**src/rtl/inst_prefetch_queue.sv**
```systemverilog
// Instruction prefetch queue: drives the instruction SRAM address, captures the
// returned words into a small FIFO tagged with their PC, and hands them to decode
// with valid/ready. A branch redirect flushes queued and in-flight fetches.
module inst_prefetch_queue #(
  parameter int ADDR_WIDTH = 16,
  parameter int DATA_WIDTH = 16,
  parameter int DEPTH      = 4
) (
  input  logic                        clk,
  input  logic                        reset,
  input  logic                        fetch_en,
  output logic [ADDR_WIDTH-1:0]       addr_0,
  input  logic [DATA_WIDTH-1:0]       inst_in,
  input  logic                        redirect_valid,
  input  logic [ADDR_WIDTH-1:0]       redirect_pc,
  output logic                        ir_valid,
  input  logic                        ir_ready,
  output logic [DATA_WIDTH-1:0]       ir_out,
  output logic [ADDR_WIDTH-1:0]       ir_pc,
  output logic [$clog2(DEPTH):0]      q_count
);

  localparam int PW = $clog2(DEPTH);
  localparam int CW = PW + 1;

  logic [ADDR_WIDTH-1:0] fetch_pc_q, fetch_pc_d;
  logic [ADDR_WIDTH-1:0] pend_pc_q, pend_pc_d;
  logic                  pending_q, pending_d;
  logic [PW-1:0]         wr_ptr_q, wr_ptr_d;
  logic [PW-1:0]         rd_ptr_q, rd_ptr_d;
  logic [CW-1:0]         count_q, count_d;
  logic [DATA_WIDTH-1:0] data_q [DEPTH];
  logic [ADDR_WIDTH-1:0] pc_q   [DEPTH];

  logic                  push;
  logic                  pop;
  logic                  req;
  logic [CW:0]           inflight;

  assign addr_0   = fetch_pc_q;
  assign q_count  = count_q;
  assign ir_valid = (count_q != '0);
  assign ir_out   = data_q[rd_ptr_q];
  assign ir_pc    = pc_q[rd_ptr_q];

  // Handshake and credit decisions; a redirect suppresses push, pop and request,
  // and the credit counts the in-flight word so a capture never finds the queue full
  always_comb begin
    inflight = {1'b0, count_q} + {{CW{1'b0}}, pending_q};
    push     = pending_q && !redirect_valid;
    pop      = (count_q != '0) && ir_ready && !redirect_valid;
    req      = fetch_en && !redirect_valid && (inflight < (CW+1)'(DEPTH));
  end

  // Next-state for fetch PC, in-flight tracking, pointers and occupancy
  always_comb begin
    fetch_pc_d = fetch_pc_q;
    pend_pc_d  = pend_pc_q;
    pending_d  = 1'b0;
    wr_ptr_d   = wr_ptr_q;
    rd_ptr_d   = rd_ptr_q;
    count_d    = count_q;
    if (redirect_valid) begin
      fetch_pc_d = redirect_pc;
      wr_ptr_d   = '0;
      rd_ptr_d   = '0;
      count_d    = '0;
    end else begin
      if (req) begin
        pending_d  = 1'b1;
        pend_pc_d  = fetch_pc_q;
        fetch_pc_d = fetch_pc_q + ADDR_WIDTH'(1);
      end
      if (push) begin
        wr_ptr_d = wr_ptr_q + PW'(1);
      end
      if (pop) begin
        rd_ptr_d = rd_ptr_q + PW'(1);
      end
      case ({push, pop})
        2'b10:   count_d = count_q + CW'(1);
        2'b01:   count_d = count_q - CW'(1);
        default: count_d = count_q;
      endcase
    end
  end

  // Control state registers, cleared immediately by reset
  always_ff @(posedge clk or posedge reset) begin
    if (reset) begin
      fetch_pc_q <= '0;
      pend_pc_q  <= '0;
      pending_q  <= 1'b0;
      wr_ptr_q   <= '0;
      rd_ptr_q   <= '0;
      count_q    <= '0;
    end else begin
      fetch_pc_q <= fetch_pc_d;
      pend_pc_q  <= pend_pc_d;
      pending_q  <= pending_d;
      wr_ptr_q   <= wr_ptr_d;
      rd_ptr_q   <= rd_ptr_d;
      count_q    <= count_d;
    end
  end

  // Queue storage: captured word and its PC written at the tail on push;
  // cleared on reset so the head outputs read zero out of reset
  always_ff @(posedge clk or posedge reset) begin
    if (reset) begin
      for (int i = 0; i < DEPTH; i++) begin
        data_q[i] <= '0;
        pc_q[i]   <= '0;
      end
    end else if (push) begin
      data_q[wr_ptr_q] <= inst_in;
      pc_q[wr_ptr_q]   <= pend_pc_q;
    end
  end

endmodule

```
**config.mk**
```make
export PLATFORM = sky130hd
export DESIGN_NAME = inst_prefetch_queue
export DESIGN_NICKNAME = d
export VERILOG_FILES = /design/src/rtl/inst_prefetch_queue.sv
export SDC_FILE = /design/constraint.sdc
export NUM_CORES = 1
export LEC_CHECK = 0
export CAP_MARGIN = 20
export CELL_PAD_IN_SITES_DETAIL_PLACEMENT = 1
export CELL_PAD_IN_SITES_GLOBAL_PLACEMENT = 1
export CORE_MARGIN = 8
export CORE_UTILIZATION = 33
export CTS_CLUSTER_DIAMETER = 100
export DETAILED_ROUTE_END_ITERATION = 10
export HOLD_SLACK_MARGIN = 0.02
export PLACE_DENSITY_LB_ADDON = 0.15
export REMOVE_ABC_BUFFERS = 1
export SETUP_SLACK_MARGIN = 0.5
export SLEW_MARGIN = 20
export SYNTH_ARGS = -nofsm -noshare
export SYNTH_HDL_FRONTEND = slang
export SYNTH_SLANG_ARGS = --single-unit
```
**constraint.sdc**
```tcl
create_clock -name clk -period 7.1 [get_ports clk]
set_input_delay 1.42 -clock clk [delete_from_list [all_inputs] [get_ports clk]]
set_output_delay 1.42 -clock clk [all_outputs]
set_load 0.02 [all_outputs]
```
* Word level (Yosys, flattened, before mapping) *
Cells that the tools add are included.

storage, ports and cells
  register bits = 168
  bits of input ports = 37
  output and inout bits = 52
  word-level logic and storage cells = 62

cells by class
  add/sub/neg operators = 6
  $lt $le $gt $ge = 4
  eq/ne operators = 2
  mux-type cells = 20
  bitwise gates (word level) = 3
  reduce and logical (&&, ||, !) cells = 13

operators with widths
  operator                 count
  $bwmux W64               2
  $mux W16                 7
  $bmux W16 S2             2
  $demux W16 S2            1
  $add A16 B1 Y16 const B  1
  $mux W2                  4
  $ge A3 B3 Y1 const B     2
  $logic_and A1 B1 Y1      6
  $not A2 Y3               2
  $pmux W3 S2              1
  $reduce_bool A2 Y1       3
  $reduce_bool A3 Y1       2
  $add A2 B1 Y2 const B    2
  $add A3 B1 Y4            1
  $lt A4 B3 Y1 const B     1
  $add A3 B1 Y3 const B    1
  $lt A3 B1 Y1 const B     1
  $mux W3                  1
  $sub A3 B1 Y3 const B    1
  $eq A2 B1 Y1 const B     1
  $eq A2 B2 Y1 const B     1
  $mux W1                  2
  $reduce_and A2 Y1        1
  $logic_not A1 Y1         1
  $not A1 Y1               1

* Logic depth before layout (Yosys ltp) *
  word-level depth = 6
  depth in mapped cells = 9
  mapped depth without buffers = 7

* Least setup slack after synthesis *
No wires, ideal clock.

  path type = input port to flip-flop
  start = input redirect_valid
  end = register count_q[2] (netlist: q_count[2])
  setup time = 132 ps
  arrival = 3212 ps
  data required time = 6968 ps
  slack = 3756 ps
  stages on the path = 9
  buffers on the path = 3
  cell sequence = buf_2 -> clkbuf_1 -> buf_1 -> nor3b_1 -> fa_1 -> or2_2 -> mux2i_1 -> xnor2_1 -> nor2_1

on the way
  longest elaborated chain between the ends = 5
  elaborated cells between the ends (all ways) = 8
  classes of those cells = 2 x eq/ne; 2 x mux; 4 x reduce/logical

ends and longest elaborated chain
  element                                       RTL line  source
  from (decl)                                   14        input logic redirect_valid,
  $logic_not A1 Y1                              50, 51
  $logic_and A1 B1 Y1 (on tied branches)        51, 50
  $eq A2 B1 Y1 or $eq A2 B2 Y1 (tied branches)  80        case ({push, pop})
  $pmux W3 S2                                   80
  $mux W3                                       63        if (redirect_valid) begin
  to (signal assigned)                          103       count_q <= count_d;
  to (decl)                                     31        logic [CW-1:0] count_q, count_d;

Several ways; a longest one is shown, not always the timed one.
A chain may end at the register's enable or synchronous reset.

* Worst setup path after layout *
  start = register rd_ptr_q[0]
  end = output ir_pc[12]

on the way
  longest elaborated chain between the ends = 4

ends and longest elaborated chain
  element                                      RTL line  source
  from (decl)                                  30        logic [PW-1:0] rd_ptr_q, rd_ptr_d;
  from (signal assigned)                       102       rd_ptr_q <= rd_ptr_d;
  $not A2 Y3 (implied by the code)             44        assign ir_pc = pc_q[rd_ptr_q];
  $bmux W16 S2                                 44
  $mux W16 (implied by the code) (2 in a row)  44
  to (decl)                                    19        output logic [ADDR_WIDTH-1:0] ir_pc,

Every way passes these cells. The select of a mux whose other input is x is not followed.

==> report_table.html <==
<table>
<tr><th>Metric</th><th>Value</th></tr>
<tr><th colspan="2">Power and ir drop</th></tr>
<tr><td>Power density cells</td><td>371 mW/mm^2</td></tr>
<tr><td>IR drop worst, VDD</td><td>0.000206 V</td></tr>
<tr><td>LEAKAGE</td><td>0.00412 uW</td></tr>
<tr><td>Post-route total power</td><td>3440 uW</td></tr>
<tr><th colspan="2">Layout</th></tr>
<tr><td>Final Non-Filler Cells</td><td>910</td></tr>
<tr><td>Total area of sequential cells</td><td>0.00421 sq mm</td></tr>
<tr><td>Antenna diodes</td><td>0</td></tr>
<tr><td>Area grow syn2layout</td><td>21.4%</td></tr>
<tr><td>Layout cells sized above 1</td><td>0.342</td></tr>
<tr><td>Count of nets after finishing</td><td>655</td></tr>
<tr><td>Filler Cells Inserted</td><td>2294</td></tr>
<tr><td>Multi-input logic area</td><td>0.00316 sq mm</td></tr>
<tr><th colspan="2">Timing</th></tr>
<tr><td>Min Tclk post-route</td><td>4.17 ns</td></tr>
<tr><td>Worst Hold Slack</td><td>0.502 ns</td></tr>
<tr><td>Final setup fails</td><td>0</td></tr>
<tr><td>Final cycle utilization of the critical path</td><td>0.587</td></tr>
<tr><td>Final Max Slew Viols</td><td>0</td></tr>
<tr><td>Slew HR</td><td>0.330</td></tr>
<tr><td>Final worst slack</td><td>2.93 ns</td></tr>
<tr><td>Actual slew at the worst max-slew pin</td><td>1.00 ns</td></tr>
<tr><td>Total count of hold-check failures in the final report</td><td>0</td></tr>
<tr><td>Maximum operating frequency</td><td>0.240 GHz</td></tr>
<tr><td>RSZ-0062 raised after global routing</td><td>false</td></tr>
<tr><td>Clk_skew</td><td>0.0108 ns</td></tr>
<tr><td>Final-layout setup total negative slack</td><td>0 ns</td></tr>
<tr><th colspan="2">CTS</th></tr>
<tr><td>Deepest level of the CTS H-tree</td><td>4</td></tr>
<tr><td>Clk root buf</td><td>sky130_fd_sc_hd__clkbuf_16</td></tr>
<tr><td>Clock transition at path regs</td><td>0.07 ns</td></tr>
<tr><td>Clock tree from TritonCTS</td><td>built</td></tr>
<tr><td>TritonCTS Buffers</td><td>17</td></tr>
<tr><td>Total number of clock tree sinks</td><td>168</td></tr>
<tr><td>Cts-stage hold buffer count</td><td>0</td></tr>
<tr><td>Clock latency on the worst-skew pair</td><td>0.43 ns</td></tr>
<tr><td>Quantity of gates resized following cts</td><td>0</td></tr>
<tr><td>Buffer count from post-CTS setup fixing</td><td>0</td></tr>
<tr><td>Clock Path Buffers</td><td>2</td></tr>
<tr><th colspan="2">Place</th></tr>
<tr><td>Count of input and output buffers</td><td>88</td></tr>
<tr><td>HPWL after DPL</td><td>11.9 mm</td></tr>
<tr><td>Placed cell count</td><td>876</td></tr>
<tr><td>Place WS</td><td>3.06 ns</td></tr>
<tr><td>Gp weighted congestion</td><td>0.741</td></tr>
<tr><th colspan="2">Global route</th></tr>
<tr><td>Residual overflow from global routing</td><td>0</td></tr>
<tr><td>Global-route wire length before repair</td><td>30.8 mm</td></tr>
<tr><td>Overall fraction of global-route tracks in use</td><td>0.141</td></tr>
<tr><td>Maximum number of pins on one net before global-route repair</td><td>110</td></tr>
<tr><td>Initial antenna violation count</td><td>0</td></tr>
<tr><td>Via count of the first global-routing pass</td><td>5276</td></tr>
<tr><th colspan="2">Synthesis</th></tr>
<tr><td>Number of unique standard cell types used by synthesis</td><td>55</td></tr>
<tr><td>Flip-flop cell with the highest count after synthesis</td><td>sky130_fd_sc_hd__dfrtp_1</td></tr>
<tr><td>Post-synthesis instance area</td><td>0.00764 sq mm</td></tr>
<tr><td>Syn Area/Cell</td><td>14.3 sq um</td></tr>
<tr><td>Cell type with the highest aggregate area in the netlist</td><td>sky130_fd_sc_hd__dfrtp_1</td></tr>
<tr><td>Gate count after technology mapping</td><td>533</td></tr>
<tr><td>Share of the synthesized area in the top cell type</td><td>0.550</td></tr>
<tr><td>Async set-reset flop share out of synthesis</td><td>1.00</td></tr>
<tr><td>Count of yosys warnings during synthesis</td><td>0</td></tr>
<tr><td>Sequential fraction of the synthesis area</td><td>0.550</td></tr>
<tr><td>Count of flip-flops with a built-in enable after synthesis</td><td>0</td></tr>
<tr><td>Number of flip-flops and latches in the synthesized netlist</td><td>168</td></tr>
<tr><td>Top cells by area in the synthesized netlist</td><td>sky130_fd_sc_hd__dfrtp_1 55%, sky130_fd_sc_hd__mux2_2 19%, sky130_fd_sc_hd__mux4_2 9.4%</td></tr>
<tr><th colspan="2">Critical path</th></tr>
<tr><td>Delay of the slowest cell on the worst path</td><td>0.66 ns</td></tr>
<tr><td>RR Endpoint</td><td>addr_0[10]</td></tr>
<tr><td>Critical path, cell by cell</td><td>buf_4 &gt; mux4_2 &gt; clkdlybuf4s50_1</td></tr>
<tr><td>CP delay by family, top</td><td>buffers and inverters</td></tr>
<tr><td>Critical register-to-register path startpoint</td><td>pending_q</td></tr>
<tr><td>Element type at the critical path start</td><td>register</td></tr>
<tr><td>Path length in cells of the critical path</td><td>3</td></tr>
<tr><td>Data arrival time of the critical path</td><td>2.75 ns</td></tr>
<tr><td>CP Class</td><td>reg2out</td></tr>
<tr><td>Maximum net fanout on the critical path</td><td>29</td></tr>
<tr><td>Worst-case register-to-register setup slack</td><td>4.65 ns</td></tr>
<tr><td>Critical path capture point type</td><td>output pin</td></tr>
<tr><td>Critical path required time</td><td>5.68 ns</td></tr>
<tr><td>Cell type of the slowest stage on the worst timing path</td><td>sky130_fd_sc_hd__mux4_2</td></tr>
<tr><td>Depth of the worst register-to-register path</td><td>5</td></tr>
<tr><td>Worst path bufs/invs</td><td>2</td></tr>
<tr><th colspan="2">Detailed routing</th></tr>
<tr><td>Initial DRC Count</td><td>217</td></tr>
<tr><td>Total length of routed wires</td><td>18.9 mm</td></tr>
<tr><td>DR DRC count</td><td>0</td></tr>
<tr><td>Post-detailed-route via-to-cell ratio</td><td>5.11</td></tr>
<tr><td>Vias</td><td>4649</td></tr>
<tr><td>Number of search-and-repair iterations in the first detailed-routing pass</td><td>4</td></tr>
<tr><td>Remaining antenna violation count</td><td>0</td></tr>
<tr><td>Post-DR wirelength/cell</td><td>20.7 um</td></tr>
<tr><th colspan="2">Floorplanning</th></tr>
<tr><td>Die ar.</td><td>0.0283 sq mm</td></tr>
<tr><td>Total core area</td><td>0.0227 sq mm</td></tr>
<tr><td>Height of the chip</td><td>168 um</td></tr>
<tr><td>Starting utilization of the core area</td><td>0.337</td></tr>
<tr><td>Width of the chip</td><td>168 um</td></tr>
<tr><td>Number of placement rows</td><td>55</td></tr>
<tr><td>Count of pins on the block boundary</td><td>89</td></tr>
<tr><th colspan="2">Min path</th></tr>
<tr><td>Start point of the worst hold path</td><td>data_q[17]</td></tr>
<tr><td>Hold Crit Class</td><td>reg2reg</td></tr>
<tr><td>Hold depth</td><td>1</td></tr>
<tr><td>End point of the worst hold path</td><td>data_q[17]</td></tr>
<tr><th colspan="2">Outcome</th></tr>
<tr><td>Run status</td><td>finished, final reports clean</td></tr>
<tr><th colspan="2">Job</th></tr>
<tr><td>Maximum capacitance violations</td><td>0</td></tr>
</table>
==> metal layers <==
metal,global-route usage,share of wire,up-vias
met5,0,0,-
met1,0.176,0.45,2446
li1,-,-,2100
met4,0.0439,0.012,0
met3,0.0395,0.045,15
met2,0.233,0.49,88
==> placed cells by master (no fill, tap or decap), types with 3 or more instances in the layout <==
cell,synthesis,final
sky130_fd_sc_hd__mux2i_1,3,3
sky130_fd_sc_hd__buf_4,2,3
sky130_fd_sc_hd__nand3_1,12,12
sky130_fd_sc_hd__clkdlybuf4s50_1,0,88
sky130_fd_sc_hd__mux4_2,32,32
sky130_fd_sc_hd__a22oi_1,4,4
sky130_fd_sc_hd__mux2_2,128,128
sky130_fd_sc_hd__clkinv_4,0,4
sky130_fd_sc_hd__ha_1,5,5
sky130_fd_sc_hd__inv_1,9,8
sky130_fd_sc_hd__clkinvlp_4,0,6
sky130_fd_sc_hd__and2_1,3,3
sky130_fd_sc_hd__nand2_1,56,52
sky130_fd_sc_hd__clkbuf_16,0,17
sky130_fd_sc_hd__nand4_1,3,3
sky130_fd_sc_hd__a31oi_1,3,3
sky130_fd_sc_hd__a221o_1,4,4
sky130_fd_sc_hd__nor2_1,10,10
sky130_fd_sc_hd__nand2_2,0,4
sky130_fd_sc_hd__dfrtp_1,168,166
sky130_fd_sc_hd__xnor2_1,4,4
sky130_fd_sc_hd__nor4_1,3,3
sky130_fd_sc_hd__a21o_1,3,3
sky130_fd_sc_hd__o21ai_0,7,7
sky130_fd_sc_hd__nor3_1,6,6
==> synth_stat cells (4+ instances only) <==
cell type and count:
sky130_fd_sc_hd__clkbuf_1 5, sky130_fd_sc_hd__a221o_1 4, sky130_fd_sc_hd__nor2_1 10, sky130_fd_sc_hd__nand2_1 56
sky130_fd_sc_hd__ha_1 5, sky130_fd_sc_hd__xnor2_1 4, sky130_fd_sc_hd__buf_6 14, sky130_fd_sc_hd__dfrtp_1 168
sky130_fd_sc_hd__nor3_1 6, sky130_fd_sc_hd__buf_2 10, sky130_fd_sc_hd__mux2_2 128, sky130_fd_sc_hd__inv_1 9
sky130_fd_sc_hd__a22oi_1 4, sky130_fd_sc_hd__o21ai_0 7, sky130_fd_sc_hd__nand3_1 12, sky130_fd_sc_hd__mux4_2 32
==> final cells by class <==
class	count	share of cell area
multi-input cells	322	0.341
inverters	10	0.00459
clock inverters	13	0.0107
clock buffers	19	0.0488
well taps	285	0.0384
flip-flops and latches	168	0.453
repair buffers	93	0.103
==> worst register-to-register path, stage by stage, from the launching register on <==
cell and delay [ns]:
sky130_fd_sc_hd__dfrtp_1 0.52, sky130_fd_sc_hd__nand3_4 0.19, sky130_fd_sc_hd__nand3_2 0.55, sky130_fd_sc_hd__inv_2 0.63
sky130_fd_sc_hd__a311oi_1 0.17, sky130_fd_sc_hd__a221o_1 0.28
==> through the flow <==
| step | util | cell area (sq um) |
|---|---|---|
| 2_1_floorplan | - | 7390 |
| 3_3_place_gp | 0.382 | 8670 |
| 3_5_place_dp | 0.382 | 8670 |
| 4_1_cts | 0.406 | 9220 |
| 5_1_grt | 0.409 | 9280 |
| 6_report | 0.409 | 9280 |
==> how the worst max path moves through the flow <==
stage | startpoint | to | slack [ns]
2_1_floorplan | reset | addr_0[0] | 1.13
3_3_place_gp | redirect_valid | addr_0[10] | 3.08
3_5_place_dp | redirect_valid | addr_0[10] | 3.06
4_1_cts | rd_ptr_q[0] | ir_pc[2] | 2.85
5_1_grt | rd_ptr_q[0] | ir_pc[2] | 2.75
6_report | rd_ptr_q[0] | ir_pc[12] | 2.93
==> flip-flops by register name, summed over array words and instances, names as in the netlist <==
signal and cells:
data_q 64, pc_q 64, addr_0 16, pend_pc_q 16, q_count 3, rd_ptr_q 2
wr_ptr_q 2, pending_q 1
==> power by group <==
part	leakage (uW)	switching [uW]	internal, uW	total [uW]
clock	0.000254	396	468	864
sequential	0.00219	219	1220	1440
combinational	0.00167	505	631	1140
total	0.00412	1120	2320	3440
==> cells by family after synthesis <==
kind of cell,synth area share
compound gates,0.0360
xor+xnor,0.00688
fa+ha+maj,0.0108
buf+inv,0.0376
flops,0.550
mux,0.287
simple gates,0.0719
(Power assumes the default switching activity.)
